`config.mk`:
```
export PLATFORM = sky130hd
export DESIGN_NAME = decode_regread
export DESIGN_NICKNAME = d
export VERILOG_FILES = /design/src/rtl/decode_regread_pkg.sv /design/src/rtl/decode_regread_regfile_2r1w.sv /design/src/rtl/decode_regread.sv
export SDC_FILE = /design/constraint.sdc
export NUM_CORES = 2
export LEC_CHECK = 0
export CAP_MARGIN = 20
export CORE_MARGIN = 2
export CORE_UTILIZATION = 49
export CTS_BUF_LIST = sky130_fd_sc_hd__clkbuf_8
export DETAILED_ROUTE_END_ITERATION = 6
export PLACE_DENSITY = 0.66
export SLEW_MARGIN = 10
export SYNTH_ARGS = -nofsm -noshare
export SYNTH_HDL_FRONTEND = slang
export SYNTH_SLANG_ARGS = --single-unit
```
`constraint.sdc`:
```
create_clock -name clk -period 70 [get_ports clk]
set_input_delay 14 -clock clk [delete_from_list [all_inputs] [get_ports clk]]
set_output_delay 14 -clock clk [all_outputs]
set_load 0.005 [all_outputs]
```
`src/rtl/decode_regread_pkg.sv`:
```
// -----------------------------------------------------------------------------
// decode_regread_pkg
// Shared instruction-set definitions for the decode and execute stages:
// datapath sizes, RV32 base opcodes, instruction field bit ranges, and the
// decode classifier functions (which source registers an instruction reads
// and whether it writes a destination register).
// -----------------------------------------------------------------------------
package decode_regread_pkg;

    localparam int PKG_XLEN  = 32;
    localparam int PKG_NREG  = 32;
    localparam int REG_IDX_W = 5;

    // Instruction field bit ranges
    localparam int OPC_LSB = 0;
    localparam int OPC_MSB = 6;
    localparam int RD_LSB  = 7;
    localparam int RD_MSB  = 11;
    localparam int RS1_LSB = 15;
    localparam int RS1_MSB = 19;
    localparam int RS2_LSB = 20;
    localparam int RS2_MSB = 24;

    // RV32I base opcodes
    localparam logic [6:0] OPC_OP     = 7'b0110011;
    localparam logic [6:0] OPC_OP_IMM = 7'b0010011;
    localparam logic [6:0] OPC_LUI    = 7'b0110111;
    localparam logic [6:0] OPC_AUIPC  = 7'b0010111;
    localparam logic [6:0] OPC_JAL    = 7'b1101111;
    localparam logic [6:0] OPC_JALR   = 7'b1100111;
    localparam logic [6:0] OPC_LOAD   = 7'b0000011;
    localparam logic [6:0] OPC_STORE  = 7'b0100011;
    localparam logic [6:0] OPC_BRANCH = 7'b1100011;

    // Instruction reads rs1
    function automatic logic uses_rs1(input logic [6:0] opc);
        case (opc)
            OPC_OP, OPC_OP_IMM, OPC_JALR,
            OPC_LOAD, OPC_STORE, OPC_BRANCH: uses_rs1 = 1'b1;
            default:                         uses_rs1 = 1'b0;
        endcase
    endfunction

    // Instruction reads rs2
    function automatic logic uses_rs2(input logic [6:0] opc);
        case (opc)
            OPC_OP, OPC_STORE, OPC_BRANCH: uses_rs2 = 1'b1;
            default:                       uses_rs2 = 1'b0;
        endcase
    endfunction

    // Instruction produces an architectural result; x0 destinations never count
    function automatic logic writes_rd(input logic [6:0] opc,
                                       input logic [REG_IDX_W-1:0] rd);
        logic wr;
        case (opc)
            OPC_OP, OPC_OP_IMM, OPC_LUI, OPC_AUIPC,
            OPC_JAL, OPC_JALR, OPC_LOAD: wr = 1'b1;
            default:                     wr = 1'b0;
        endcase
        writes_rd = wr && (rd != 5'd0);
    endfunction

endpackage

```
`src/rtl/decode_regread_regfile_2r1w.sv`:
```
// -----------------------------------------------------------------------------
// regfile_2r1w
// Architectural register file: two asynchronous read ports, one synchronous
// write port. x0 always reads zero and is never written. A read of the
// register being written in the same cycle returns the write data
// (write-through), so decode sees writeback results without a bubble.
//
// Ports:
//   clk, rst         clock, asynchronous active-high reset (clears all regs)
//   raddr0/raddr1    read addresses
//   rdata0/rdata1    read data (combinational)
//   we, waddr, wdata write enable / address / data
// -----------------------------------------------------------------------------
module regfile_2r1w
    import decode_regread_pkg::*;
#(
    parameter int XLEN = PKG_XLEN,
    parameter int NREG = PKG_NREG
) (
    input  logic                 clk,
    input  logic                 rst,
    input  logic [REG_IDX_W-1:0] raddr0,
    input  logic [REG_IDX_W-1:0] raddr1,
    output logic [XLEN-1:0]      rdata0,
    output logic [XLEN-1:0]      rdata1,
    input  logic                 we,
    input  logic [REG_IDX_W-1:0] waddr,
    input  logic [XLEN-1:0]      wdata
);

    logic [XLEN-1:0] regs_r [NREG];

    // Register storage: cleared on reset, writes to x0 dropped
    always_ff @(posedge clk or posedge rst) begin
        if (rst) begin
            for (int i = 0; i < NREG; i++) begin
                regs_r[i] <= '0;
            end
        end else if (we && (waddr != 5'd0)) begin
            regs_r[waddr] <= wdata;
        end
    end

    // Read port 0 with x0 and write-through handling
    always_comb begin
        if (raddr0 == 5'd0) begin
            rdata0 = '0;
        end else if (we && (waddr == raddr0)) begin
            rdata0 = wdata;
        end else begin
            rdata0 = regs_r[raddr0];
        end
    end

    // Read port 1 with x0 and write-through handling
    always_comb begin
        if (raddr1 == 5'd0) begin
            rdata1 = '0;
        end else if (we && (waddr == raddr1)) begin
            rdata1 = wdata;
        end else begin
            rdata1 = regs_r[raddr1];
        end
    end

endmodule

```
`src/rtl/decode_regread.sv`:
```
// -----------------------------------------------------------------------------
// decode_regread
// Decode / operand-fetch stage in front of execute. Accepts pc/inst from fetch
// over valid/ready, reads rs1/rs2 from the register file, blocks RAW/WAW
// hazards with a per-register busy scoreboard, and presents a registered
// pc/inst/r0data/r1data bundle to execute.
//
// Ports:
//   clk, rst                         clock, asynchronous active-high reset
//   valid_i, ready_o, pc_i, inst_i   fetch handshake and bundle
//   valid_ro, ready_i                execute handshake
//   pc_ro, inst_ro, r0data_ro,
//   r1data_ro                        registered bundle to execute
//   flush_i                          jump taken in execute; drops the fetch bundle
//   wb_en_i, wb_rd_i, wb_data_i      writeback port (never backpressured)
//   stall_o                          hazard stall indicator
// -----------------------------------------------------------------------------
module decode_regread
    import decode_regread_pkg::*;
#(
    parameter int XLEN = PKG_XLEN,
    parameter int NREG = PKG_NREG
) (
    input  logic                 clk,
    input  logic                 rst,
    input  logic                 valid_i,
    output logic                 ready_o,
    input  logic [31:0]          pc_i,
    input  logic [31:0]          inst_i,
    output logic                 valid_ro,
    input  logic                 ready_i,
    output logic [31:0]          pc_ro,
    output logic [31:0]          inst_ro,
    output logic [XLEN-1:0]      r0data_ro,
    output logic [XLEN-1:0]      r1data_ro,
    input  logic                 flush_i,
    input  logic                 wb_en_i,
    input  logic [REG_IDX_W-1:0] wb_rd_i,
    input  logic [XLEN-1:0]      wb_data_i,
    output logic                 stall_o
);

    logic [6:0]           opcode_s;
    logic [REG_IDX_W-1:0] rd_s;
    logic [REG_IDX_W-1:0] rs1_s;
    logic [REG_IDX_W-1:0] rs2_s;
    logic                 use_rs1_s;
    logic                 use_rs2_s;
    logic                 wr_rd_s;

    logic [NREG-1:0]      busy_r;
    logic [NREG-1:0]      busy_nxt_s;
    logic [NREG-1:0]      wb_clr_s;
    logic [NREG-1:0]      eff_busy_s;

    logic                 hazard_s;
    logic                 cke_s;
    logic                 issue_s;
    logic [XLEN-1:0]      rdata0_s;
    logic [XLEN-1:0]      rdata1_s;

    assign opcode_s  = inst_i[OPC_MSB:OPC_LSB];
    assign rd_s      = inst_i[RD_MSB:RD_LSB];
    assign rs1_s     = inst_i[RS1_MSB:RS1_LSB];
    assign rs2_s     = inst_i[RS2_MSB:RS2_LSB];
    assign use_rs1_s = uses_rs1(opcode_s);
    assign use_rs2_s = uses_rs2(opcode_s);
    assign wr_rd_s   = writes_rd(opcode_s, rd_s);

    // One-hot of the register being written back this cycle
    always_comb begin
        wb_clr_s = '0;
        for (int r = 0; r < NREG; r++) begin
            wb_clr_s[r] = wb_en_i && (wb_rd_i == REG_IDX_W'(r));
        end
    end

    // A register retiring this cycle is no longer a hazard: its value is
    // forwarded by the register file's write-through path.
    assign eff_busy_s = busy_r & ~wb_clr_s;

    assign hazard_s = valid_i && ((use_rs1_s && eff_busy_s[rs1_s]) ||
                                  (use_rs2_s && eff_busy_s[rs2_s]) ||
                                  (wr_rd_s   && eff_busy_s[rd_s]));

    assign cke_s   = !valid_ro || ready_i;
    assign issue_s = valid_i && cke_s && !hazard_s && !flush_i;
    // During a flush the fetch bundle is consumed even if it would stall.
    assign ready_o = cke_s && (!hazard_s || flush_i);
    assign stall_o = valid_i && cke_s && hazard_s && !flush_i;

    regfile_2r1w #(
        .XLEN (XLEN),
        .NREG (NREG)
    ) u_regfile (
        .clk    (clk),
        .rst    (rst),
        .raddr0 (rs1_s),
        .raddr1 (rs2_s),
        .rdata0 (rdata0_s),
        .rdata1 (rdata1_s),
        .we     (wb_en_i),
        .waddr  (wb_rd_i),
        .wdata  (wb_data_i)
    );

    // Scoreboard next state: clear on writeback, then set on issue (set wins)
    always_comb begin
        busy_nxt_s = busy_r & ~wb_clr_s;
        if (issue_s && wr_rd_s) begin
            busy_nxt_s[rd_s] = 1'b1;
        end else begin
            busy_nxt_s = busy_nxt_s;
        end
        busy_nxt_s[0] = 1'b0;
    end

    // Scoreboard register
    always_ff @(posedge clk or posedge rst) begin
        if (rst) begin
            busy_r <= '0;
        end else begin
            busy_r <= busy_nxt_s;
        end
    end

    // Output pipeline register; data fields load whenever the stage advances
    always_ff @(posedge clk or posedge rst) begin
        if (rst) begin
            valid_ro  <= 1'b0;
            pc_ro     <= 32'd0;
            inst_ro   <= 32'd0;
            r0data_ro <= '0;
            r1data_ro <= '0;
        end else if (cke_s) begin
            valid_ro  <= issue_s;
            pc_ro     <= pc_i;
            inst_ro   <= inst_i;
            r0data_ro <= rdata0_s;
            r1data_ro <= rdata1_s;
        end
    end

endmodule

```
==> results.md <==
- The routed layout has 39,364 vias.
- In the detailed route, the total length drawn on met2 is 85,800 um.
- The count of buffers added by post-CTS timing repair for setup is 0.
- The number of flops mapped to enable cells by yosys is 0.
- The I/O pin count is 238.
- The share of Yosys cell area claimed by the top area cell type is 47.91%.
- The number of non-filler instances in the completed layout is 6,162.
- The detail-routed net length per standard cell is 28.88 um.
- Post-CTS repair changed the size of 0 cells.
- The fraction of power spent switching nets is 27.44%.
- The largest net degree at the start of global routing is 174.
- Among all flip-flop cells after synthesis, the most frequent one is sky130_fd_sc_hd__dfrtp_1.
- The detailed-route vias per instance is 6.388.
- The total of hold buffers inserted after clock tree synthesis is 0.
- The count of placed standard cells including taps is 5,782.
- The power share of the sequential group is 46.3%.
- The share of the core filled with cells in the final layout is 55.81%.
- At the pin with the least slew margin, the transition time is 1.095 ns.
- Setup slack closes at 37.57 ns.
- The synthesized instance count is 4,270.
- The worst slack at placement is 37.61 ns.
- After the last flow step, the layout net total stands at 4,458.
- In the detailed route, the total length drawn on met3 is 11,340 um.
- The count of endpoints failing setup in the final report is 0.
- The placed wire-length estimate is 98,040 um.
- The peak supply drop is 0.00001752 V.
- For this run, the register share of the synthesized area comes to 47.91%.
- Relative to the synthesized area, the layout overhead comes to 13.18%.
- For this run, the top clock speed supported by timing is 0.03084 GHz.
- The clock arrives with 0.03393 ns of skew.
- In this run, the combinational gates consume 21.3% of the power.
- The power density over the cells is 27.75 nW/um2.
- Setup repair after global routing left no endpoint under its margin.
- The highest net fanout along the worst path is 33.
- In the synthesized netlist the async set-or-reset flop fraction comes to 100.0%.
- The maximum clock insertion buffer count is 3.
- The Yosys step of the flow raised 0 warnings.
- The floorplan step defined a die boundary enclosing 129,100 um2.
- The number of hold-slack violations in the final timing report came to 0.
- The count of routing violations after the opening detailed-route iteration is 3,526.
- The initial utilization of the core area, before any placement, comes to 49.31%.
- After routing, the total negative slack on setup checks comes to 0 ns.
- Clock tree synthesis inserted a total of 195 buffers.
- For the worst setup path, the data arrival time is 18.43 ns.
- The global-route usage over all layers is 27.94%.
- The worst slew margin relative to its limit is 26.74%.
- Per report_power, the clock group accounts for 32.4% of the total.
- The design internal power is 1.409 mW.
- The wire length reported by the detailed router is 177,900 um.
- The width of the chip is 359.2 um.
- The first global-routing pass estimated 270,000 um of wire.
- Input and output buffers added on the ports amount to 237.
- By area the synthesized netlist is led by sky130_fd_sc_hd__dfrtp_1 48%, sky130_fd_sc_hd__mux4_2 24%, sky130_fd_sc_hd__mux2_2 17%.
- The total net switching power is 0.5330 mW.
- The routed length on met1 is 75,860 um.
- The worst path uses 46.32% of the clock period.
- The smallest clock period supported by the final layout is computed as 32.43 ns.
- The vertical extent of the die is 359.2 um.
- The cell taking the most area after synthesis is sky130_fd_sc_hd__dfrtp_1.
- The critical path capture point type is an output port.
- TritonCTS built the clock tree.
- The mapped netlist covers 61,840 um2.
- The flow ran to the end, and the final reports show no timing, DRC or antenna violations.
- For this run the aggregate overflow at the end of global routing stands at 0.
- The number of global-route vias before repair was 40,454.
- Row generation in the floorplan step produced 130 rows.
- The count of final max-slew check failures is 0.
- In this run the standard cell core region covers 125,400 um2.
- The initial antenna violation count is 3.
- The worst hold margin is 0.3955 ns.
- The tool flagged a number of max-cap violations equal to 0.
- The leakage power is 30.34 nW.
- Counting every net in the synthesized netlist gives 4,377.
- The total number of clock tree sinks is 1,184.
- Routability-driven placement finished with a final weighted congestion of 0.8769.
- The remaining number of nets flagged by the antenna check after routing is 0.
- Cells with a size suffix above 1 make up 45.41% of the layout.
- The kind of launch point of the worst setup path is a primary input.
- The min-delay analysis places its worst path in the category flip-flop to flip-flop.
- The count of cell types in the netlist is 68.
- The clock reaches the later pin of the worst-skew pair after 0.91 ns.
- The mean cell area of the mapped netlist is 14.48 um2.
- After detailed routing, the number of remaining DRC violations is 0.
- Signal routing reaches up to met4.
- The worst setup path is of the primary input to output port kind.
- Counting flops and latches in the post-synthesis netlist gives 1,184.
- The total iterations of the first detailed-routing run is 6.
- STA puts the critical path data required time at 56.00 ns.
- The number of H-tree branching levels is 4.
- In this run the clock root is driven by a sky130_fd_sc_hd__clkbuf_8.
- Clock-pin slew was measured on the worst setup and hold paths at 0.06 ns.
[worst max-delay path: stages]
cell and delay, ns:
sky130_fd_sc_hd__clkdlybuf4s50_1 0.75, sky130_fd_sc_hd__nand2b_1 0.74, sky130_fd_sc_hd__nor2_4 0.05, sky130_fd_sc_hd__buf_4 0.39
sky130_fd_sc_hd__mux4_2 0.58, sky130_fd_sc_hd__nor2_1 0.10, sky130_fd_sc_hd__nor3b_1 0.06, sky130_fd_sc_hd__o22ai_2 0.54
sky130_fd_sc_hd__buf_4 0.40, sky130_fd_sc_hd__o21a_1 0.20, sky130_fd_sc_hd__clkdlybuf4s50_1 0.55
[power groups by stage]
stage / Combinational (mW) / Sequential, mW / Clock (mW)
finish: 0.413 / 0.899 / 0.630
global route: 0.444 / 0.916 / 0.673
CTS: 0.415 / 0.896 / 0.643
detailed placement: 0.414 / 0.908 / 0
global placement: 0.406 / 0.900 / 0
floorplan: 0.303 / 0.886 / 0
[per-stage QoR]
step                power, mW  instance area [um2]
detailed placement      1.322                65520
floorplan               1.189                61840
global placement        1.306                65430
global route            2.033                69990
CTS                     1.954                69610
finish                  1.942                69990
[registers in the layout (all words and copies together), names as in the netlist]
signal,flops
busy_r,31
r0data_ro,32
r1data_ro,32
valid_ro,1
u_regfile.regs_r,1024
inst_ro,32
pc_ro,32
[cell usage after synthesis, drive strengths merged (5+ instances only)]
cell type	count
dfrtp	1184
mux2	933
mux4	646
nand2	493
clkbuf	333
buf	128
nor2	98
o21ai	92
a21oi	73
mux2i	68
o31ai	33
or3	31
nand2b	13
nor2b	13
o211ai	12
nand3	10
xnor2	10
nand4	7
a211oi	6
o2111ai	6
or2	6
inv	5
nand3b	5
nand4b	5
o22ai	5
[area by class of cell]
type | count | area (um2)
diodes | 2 | 5.005
clock buffers | 265 | 3647
clock inverters | 91 | 445.4
fillers | 10065 | 55420
inverters | 5 | 26.28
multi-input cells | 2620 | 30630
flip-flops and latches | 1184 | 29630
well taps | 1650 | 2064
repair buffers | 345 | 3546
[per-layer routing]
metal	global-route usage, %	vias up
met5	0	-
met4	8.389	0
met3	5.081	281
met2	44.59	1449
met1	39.39	21306
li1	-	16328
[cell families (layout without fill, tap and decap cells)]
logic type / Yosys count / after routing / synth area share, %
muxes: 1647 / 1647 / 41.62
DFF: 1184 / 1184 / 47.91
and+or+nand+nor: 705 / 705 / 4.858
buffers and inverters: 466 / 706 / 2.918
AOI/OAI and AO/OA: 256 / 256 / 2.523
xor gates and xnor gates: 12 / 12 / 0.1700
other: 0 / 2 / 0
[cell usage in the layout, fill, tap and decap left out, types with 7 or more instances in the layout]
cell                              count
sky130_fd_sc_hd__or3_1               31
sky130_fd_sc_hd__nor2_4              16
sky130_fd_sc_hd__nand2_1            474
sky130_fd_sc_hd__o211ai_1            12
sky130_fd_sc_hd__nand3_1             10
sky130_fd_sc_hd__buf_12               7
sky130_fd_sc_hd__xnor2_1             10
sky130_fd_sc_hd__clkdlybuf4s50_1    227
sky130_fd_sc_hd__clkbuf_8           265
sky130_fd_sc_hd__a21oi_1             73
sky130_fd_sc_hd__mux2i_1             68
sky130_fd_sc_hd__inv_1               63
sky130_fd_sc_hd__buf_8               22
sky130_fd_sc_hd__mux2_2             933
sky130_fd_sc_hd__o31ai_1             32
sky130_fd_sc_hd__nor2b_1             12
sky130_fd_sc_hd__mux4_2             646
sky130_fd_sc_hd__dfrtp_1           1184
sky130_fd_sc_hd__nand2b_1            12
sky130_fd_sc_hd__nor2_1              82
sky130_fd_sc_hd__nand2_2             15
sky130_fd_sc_hd__o21ai_0             90
sky130_fd_sc_hd__buf_4               79
sky130_fd_sc_hd__clkinv_2            21
[worst paths after layout]
path | from | end | slack [ns] | cells past startpoint
min | u_regfile.regs_r[1016]$_DFFE_PP0P_ | u_regfile.regs_r[1016]$_DFFE_PP0P_ | 0.40 | 0
min in group asynchronous | rst | busy_r[11]$_DFF_PP0_ | 13.61 | 2
max | wb_rd_i[0] | stall_o | 37.57 | 11
max in group asynchronous | rst | u_regfile.regs_r[46]$_DFFE_PP0P_ | 52.43 | 6
min reg2reg | u_regfile.regs_r[1016]$_DFFE_PP0P_ | u_regfile.regs_r[1016]$_DFFE_PP0P_ | 0.40 | 0
max reg2reg | valid_ro$_DFFE_PP0N_ | busy_r[17]$_DFF_PP0_ | 67.23 | 7
(Power assumes the default switching activity.)
